===== src/rtl/ifetch_queue_pkg.sv =====
// Shared fetch-path types and defaults: datapath width, NOP encoding, reset PC,
// the {pc, instr} fetch entry and the fetch-unit state encoding.
package ifetch_queue_pkg;

  localparam int          XLEN_DEF     = 32;
  localparam logic [31:0] NOP          = 32'h0000_0013;
  localparam logic [31:0] RESET_PC_DEF = 32'h0000_0000;

  typedef struct packed {
    logic [XLEN_DEF-1:0] pc;
    logic [XLEN_DEF-1:0] instr;
  } fetch_entry_t;

  typedef enum logic {
    RUN  = 1'b0,
    HALT = 1'b1
  } ifetch_state_e;

endpackage


===== src/rtl/ifetch_queue_if.sv =====
// Fetch-unit boundary: ROM read port, redirect port from EX, and the decode handshake.
// master = fetch unit, slave = surrounding ROM / EX / decode.
interface ifetch_queue_if
  import ifetch_queue_pkg::*;
#(
  parameter int XLEN    = XLEN_DEF,
  parameter int IMEM_AW = 14
);

  logic               imem_en;
  logic [IMEM_AW-1:0] imem_addr;
  logic [XLEN-1:0]    imem_rdata;
  logic               redirect;
  logic [XLEN-1:0]    redirect_pc;
  logic               out_valid;
  logic               out_ready;
  logic [XLEN-1:0]    out_pc;
  logic [XLEN-1:0]    out_instr;
  logic               fetch_fault;

  modport master (
    output imem_en, imem_addr, out_valid, out_pc, out_instr, fetch_fault,
    input  imem_rdata, redirect, redirect_pc, out_ready
  );

  modport slave (
    input  imem_en, imem_addr, out_valid, out_pc, out_instr, fetch_fault,
    output imem_rdata, redirect, redirect_pc, out_ready
  );

endinterface


===== src/rtl/ifetch_queue_fifo.sv =====
// Generic DEPTH-entry FIFO with synchronous flush; head visible the cycle after push.
// No internal backpressure: the caller must never push when full (fetch credit logic ensures it).
module ifetch_queue_fifo #(
  parameter int WIDTH = 64,
  parameter int DEPTH = 4
) (
  input  logic                       clk,
  input  logic                       rst,
  input  logic                       push_i,
  input  logic [WIDTH-1:0]           push_dat_i,
  input  logic                       pop_i,
  input  logic                       flush_i,
  output logic [WIDTH-1:0]           head_dat_o,
  output logic                       head_vld_o,
  output logic [$clog2(DEPTH):0]     count_o
);

  localparam int AW = $clog2(DEPTH);
  localparam int CW = AW + 1;

  logic [WIDTH-1:0] mem_q [DEPTH];
  logic [AW-1:0]    rd_q, wr_q;
  logic [CW-1:0]    count_q;
  logic             pop_ok;

  assign pop_ok     = pop_i && (count_q != '0);
  assign head_vld_o = (count_q != '0);
  assign head_dat_o = mem_q[rd_q];
  assign count_o    = count_q;

  // Power-of-two depth: pointer overflow is the modulo wrap.
  always_ff @(posedge clk or negedge rst) begin
    if (!rst) begin
      rd_q    <= '0;
      wr_q    <= '0;
      count_q <= '0;
    end else if (flush_i) begin
      rd_q    <= '0;
      wr_q    <= '0;
      count_q <= '0;
    end else begin
      if (push_i) wr_q <= wr_q + AW'(1);
      if (pop_ok) rd_q <= rd_q + AW'(1);
      count_q <= count_q + CW'(push_i) - CW'(pop_ok);
    end
  end

  always_ff @(posedge clk) begin
    if (push_i && !flush_i) mem_q[wr_q] <= push_dat_i;
  end

endmodule


===== src/rtl/ifetch_queue.sv =====
// Instruction-fetch front end: PC, 1-cycle ROM issue with FIFO credit, redirect/flush.
// Optional IFETCH_ALIGN_CHECK_EN: misaligned redirect faults and halts fetch until an aligned redirect.
module ifetch_queue
  import ifetch_queue_pkg::*;
#(
  parameter int              XLEN     = XLEN_DEF,
  parameter int              IMEM_AW  = 14,
  parameter int              DEPTH    = 4,
  parameter logic [XLEN-1:0] RESET_PC = XLEN'(RESET_PC_DEF)
) (
  input  logic          clk,
  input  logic          rst,
  ifetch_queue_if.master bus
);

  localparam int CW = $clog2(DEPTH) + 1;

  logic            armed_q;
  logic [XLEN-1:0] pc_q, pc_d;
  logic [XLEN-1:0] resp_pc_q;
  logic            inflight_q;
  ifetch_state_e   state_q, state_d;
  logic            fault_q, fault_d;
  logic [CW-1:0]   count;
  logic [2*XLEN-1:0] head;
  logic            issue, push, pop;

  // armed_q keeps imem_en low until the first edge after reset release.
  assign issue = armed_q && (state_q == RUN) && !bus.redirect &&
                 ((count + CW'(inflight_q)) < CW'(DEPTH));
  assign push  = inflight_q && !bus.redirect;
  assign pop   = bus.out_valid && bus.out_ready;

  always_comb begin
    state_d = state_q;
    fault_d = 1'b0;
    pc_d    = pc_q;
    if (bus.redirect) begin
`ifdef IFETCH_ALIGN_CHECK_EN
      if (bus.redirect_pc[1:0] != 2'b00) begin
        fault_d = 1'b1;
        state_d = HALT;
      end else begin
        pc_d    = bus.redirect_pc;
        state_d = RUN;
      end
`else
      pc_d = bus.redirect_pc & ~XLEN'(3);
`endif
    end else if (issue) begin
      pc_d = pc_q + XLEN'(4);
    end
  end

  always_ff @(posedge clk or negedge rst) begin
    if (!rst) begin
      armed_q    <= 1'b0;
      pc_q       <= RESET_PC;
      resp_pc_q  <= RESET_PC;
      inflight_q <= 1'b0;
      state_q    <= RUN;
      fault_q    <= 1'b0;
    end else begin
      armed_q    <= 1'b1;
      pc_q       <= pc_d;
      inflight_q <= issue;
      state_q    <= state_d;
      fault_q    <= fault_d;
      if (issue) resp_pc_q <= pc_q;
    end
  end

  ifetch_queue_fifo #(
    .WIDTH (2*XLEN),
    .DEPTH (DEPTH)
  ) u_fifo (
    .clk        (clk),
    .rst        (rst),
    .push_i     (push),
    .push_dat_i ({resp_pc_q, bus.imem_rdata}),
    .pop_i      (pop),
    .flush_i    (bus.redirect),
    .head_dat_o (head),
    .head_vld_o (bus.out_valid),
    .count_o    (count)
  );

  assign bus.imem_en     = issue;
  assign bus.imem_addr   = pc_q[IMEM_AW+1:2];
  assign bus.out_pc      = head[2*XLEN-1:XLEN];
  assign bus.out_instr   = head[XLEN-1:0];
  assign bus.fetch_fault = fault_q;

endmodule


===== src/flat_wrapper.sv =====
// flat-port wrapper written by rule: the top's interface ports become plain ports
module ifetch_queue_flat import ifetch_queue_pkg::*;
#(
  parameter int              XLEN     = XLEN_DEF,
  parameter int              IMEM_AW  = 14,
  parameter int              DEPTH    = 4,
  parameter logic [XLEN-1:0] RESET_PC = XLEN'(RESET_PC_DEF)
)
  (clk, rst, bus_imem_en, bus_imem_addr, bus_out_valid, bus_out_pc, bus_out_instr, bus_fetch_fault, bus_imem_rdata, bus_redirect, bus_redirect_pc, bus_out_ready);
  ifetch_queue_if #(.XLEN(XLEN), .IMEM_AW(IMEM_AW)) bus_i ();
  input  logic clk;
  input  logic rst;
  output wire logic [$bits(bus_i.imem_en)-1:0] bus_imem_en;
  output wire logic [$bits(bus_i.imem_addr)-1:0] bus_imem_addr;
  output wire logic [$bits(bus_i.out_valid)-1:0] bus_out_valid;
  output wire logic [$bits(bus_i.out_pc)-1:0] bus_out_pc;
  output wire logic [$bits(bus_i.out_instr)-1:0] bus_out_instr;
  output wire logic [$bits(bus_i.fetch_fault)-1:0] bus_fetch_fault;
  input wire logic [$bits(bus_i.imem_rdata)-1:0] bus_imem_rdata;
  input wire logic [$bits(bus_i.redirect)-1:0] bus_redirect;
  input wire logic [$bits(bus_i.redirect_pc)-1:0] bus_redirect_pc;
  input wire logic [$bits(bus_i.out_ready)-1:0] bus_out_ready;
  assign bus_imem_en = bus_i.imem_en;
  assign bus_imem_addr = bus_i.imem_addr;
  assign bus_out_valid = bus_i.out_valid;
  assign bus_out_pc = bus_i.out_pc;
  assign bus_out_instr = bus_i.out_instr;
  assign bus_fetch_fault = bus_i.fetch_fault;
  assign bus_i.imem_rdata = bus_imem_rdata;
  assign bus_i.redirect = bus_redirect;
  assign bus_i.redirect_pc = bus_redirect_pc;
  assign bus_i.out_ready = bus_out_ready;
  ifetch_queue #(.XLEN(XLEN), .IMEM_AW(IMEM_AW), .DEPTH(DEPTH), .RESET_PC(RESET_PC)) u_core (.clk(clk), .rst(rst), .bus(bus_i));
endmodule

===== config.mk =====
export PLATFORM = sky130hd
export DESIGN_NAME = ifetch_queue_flat
export DESIGN_NICKNAME = d
export VERILOG_FILES = /design/src/rtl/ifetch_queue_pkg.sv /design/src/rtl/ifetch_queue_if.sv /design/src/rtl/ifetch_queue_fifo.sv /design/src/rtl/ifetch_queue.sv /design/src/flat_wrapper.sv
export SDC_FILE = /design/constraint.sdc
export NUM_CORES = 1
export LEC_CHECK = 0
export ABC_AREA = 1
export CAP_MARGIN = 20
export CORE_MARGIN = 3
export CORE_UTILIZATION = 34
export CTS_BUF_LIST = sky130_fd_sc_hd__clkbuf_16
export DETAILED_ROUTE_END_ITERATION = 8
export PLACE_DENSITY = 0.57
export SLEW_MARGIN = 20
export SYNTH_ARGS = -nofsm -noshare
export SYNTH_HDL_FRONTEND = slang
export SYNTH_HIERARCHICAL = 1
export SYNTH_SLANG_ARGS = --single-unit
export TNS_END_PERCENT = 5

===== constraint.sdc =====
create_clock -name clk -period 6.65 [get_ports clk]
set_clock_uncertainty 0.15 [all_clocks]
set_input_delay 1.995 -clock clk [delete_from_list [all_inputs] [get_ports clk]]
set_output_delay 1.995 -clock clk [all_outputs]
set_load 0.005 [all_outputs]

==> results.toml <==
[timing]
hold_violations = 0
setup_viol = 0
worst_slew_pin_slew_ps = 1050
fin_setup_tns_ps = 0
fin_crit_sh = 0.837
relSlewSlack = 0.298
period_minus_slack_ps = 5560
fmaxAchievable_ghz = 0.180
holdWs_ps = 368
slew_violations = 0
rsz0062_at_grt = "false"

[detailed_routing]
wl_per_cell_um = 16.8
vias = 8834
drcViolationCount = 0
dr.pass1.iters = 5
post_drt_via_cell_ratio = 4.76
ant_nets = 0
totalWireLength_um = 31200
drt-initial-drc-count = 591

[power_and_ir_drop]
p_switching_mw = 1.34
ir_drop_v = 0.000156
p_sw_frac = 0.260
power.internal_mw = 3.82
power.total_mw = 5.16
leakage_nw = 6.12
seq_power_share = 0.508
power_per_cell_area_mw_per_mm2 = 311
comb_power_share = 0.136
clock_power_share = 0.356

[clock_tree]
cts.sinks = 325
h-tree-depth = 2
ctsRootBufferMaster = "clkbuf_16"
cts_hold_buffers = 0
cts_made_buffers = 36
post_cts.repair.setup_buffers = 0
path_clk_slew_ps = 50
clock_tree.buffer_depth = 3
clock_latency_ps = 510
ctsResizeCount = 0
cts_tree = "done"

[setup_path]
timing.rr.end = "u_core/u_fifo/mem_q[1][31]"
cpPeakStageDelay_ps = 830
arrival_ps = 3420
path_max_fanout = 89
startpoint_type = "register"
path_class = "register to output pin"
cp.depth = 5
worstSetupEndpoint = "bus_out_instr[1]"
crit_required_ps = 4510
crit-reg2reg-launch = "u_core/inflight_q"
cp-end-kind = "output pin"
slowest_stage = "inv_4"
r2r_cells = 5
worstSetupStartpoint = "u_core/u_fifo/rd_q[0]"
cp.buffers_inverters = 3
crit_chain = "inv_4, buf_4, o21ai_0, o22ai_1, clkdlybuf4s50_1"
crit_family = "buffers and inverters"
rrSetupSlack_ps = 4000

[global_route]
grt_max_degree = 90
use_met1 = 0.204
met3_usage = 0.0290
antenna_found_initial = 0
grt_pass1_vias = 8654
track_usage = 0.147
grt-ovfl-total = 0
top_usage_layer = "met2"
grt_pass1_wl_um = 48900
met2_usage = 0.237

[hold_path]
hold_depth = 0
hold_class = "register to register"

[status]
status = "complete, no violations"

[final_layout]
final_common_cell = "edfxtp_1"
finalNetCount = 1389
stdcell_area_mm2 = 0.0166
syn_to_final_growth_pct = 21.5
num_antenna_cells = 0
layout_common_cells = "edfxtp_1 (256), nand2_1 (194), nor2_1 (152)"
drive_above_1_share = 0.0882
post-route-util = 0.424

[place]
dp_hpwl_um = 18700
gp_congestion = 0.835
portBuffers = 145
dpl_cell_area_mm2 = 0.0155

[die]
core_area_mm2 = 0.0391
io-pin-count = 149
die_area_mm2 = 0.0425
start_util = 0.349
die_w_um = 206
die_y_um = 206
rows = 72

[synth]
yosysSeqAreaShare = 0.690
yosysWarnings = 6
synth.distinct_cells = 32
synth_edf_count = 256
synthArstFlopShare = 0.212
syn_avg_cell_area_um2 = 11.6
syn_inst = 1179
synth-seq-cells = 325
yosys_most_used_dff = "edfxtp_1"
netlist_area_mm2 = 0.0136

[flow_run]
maxCapViolations = 0
==> cell usage after synthesis, types with 5 or more instances <==
cell type  number  area [um^2]
buf_2          13         65.1
buf_4          21          158
buf_6          15          169
clkbuf_1       22         82.6
dfrtp_1        69         1730
edfxtp_1      256         7690
ha_1            7         87.6
inv_1          69          259
nand2_1       194          728
nand3_1        68          340
nor2_1        156          586
nor2_2         16          100
nor2_4          9          101
o211ai_1        5         37.5
o21ai_0       123          616
o21ai_1        45          225
o22ai_1        54          338
o22ai_2        10          125
==> registers in the layout, indices dropped and copies added (netlist names) <==
register and cells:
u_core/u_fifo/mem_q 256, u_core/pc_q 30, u_core/resp_pc_q 30, u_core/u_fifo/count_o 3
u_core/u_fifo/rd_q 2, u_core/u_fifo/wr_q 2, u_core/armed_q 1, u_core/inflight_q 1
==> power groups by stage <==
stage | clock [mW] | combinational, mW | sequential, mW
after CTS | 1.90 | 0.717 | 2.62
after global placement | 0 | 0.706 | 2.65
after global routing | 1.99 | 0.796 | 2.65
after floorplan | 0 | 0.444 | 2.57
final | 1.84 | 0.702 | 2.62
after detailed placement | 0 | 0.713 | 2.66
==> through the flow <==
stage | std cells | setup WS (ps)
global route | 1856 | 830
floorplan | 1187 | 663
detailed placement | 1793 | 1220
CTS | 1856 | 1060
global placement | 1793 | 1210
finish | 1856 | 1090
==> cells by family (layout without fill, tap and decap cells) <==
family                   count (synthesis)  in the layout  share of synthesized area
other                                    2             10                   0.000551
adder cells (fa/ha/maj)                  8              8                    0.00789
flip-flops                             325            325                      0.690
AO/OA/AOI/OAI                          237            237                     0.0984
XOR/XNOR                                 4              4                    0.00257
AND/OR/NAND/NOR                        457            457                      0.145
buffers and inverters                  146            297                     0.0558
==> worst min-delay path by stage <==
stage | from | slack, ps | endpoint
2_1_floorplan | u_core/resp_pc_q[2] | 330 | u_core/u_fifo/mem_q[0][34]
3_5_place_dp | u_core/resp_pc_q[17] | 360 | u_core/u_fifo/mem_q[1][49]
5_1_grt | u_core/resp_pc_q[25] | 390 | u_core/u_fifo/mem_q[1][57]
6_report | u_core/resp_pc_q[17] | 370 | u_core/u_fifo/mem_q[0][49]
4_1_cts | u_core/resp_pc_q[17] | 380 | u_core/u_fifo/mem_q[1][49]
3_3_place_gp | u_core/resp_pc_q[17] | 350 | u_core/u_fifo/mem_q[1][49]
==> layer usage <==
metal | part of all wire | wire length (um) | vias to the layer above
met4 | 0.016 | 492 | 0
li1 | - | - | 4358
met1 | 0.46 | 14500 | 4231
met2 | 0.47 | 14600 | 214
met3 | 0.053 | 1650 | 31
met5 | 0 | 0 | -
==> cell type report <==
type                       count  area (um^2)
clock inverter                25          154
fill                        3701        22500
inverter                      73          278
multi-input combinational    716         3520
tap                          518          648
sequential                   325         9420
clock buffer                  38          951
timing repair buffer         161         1590
(Power assumes the default switching activity.)
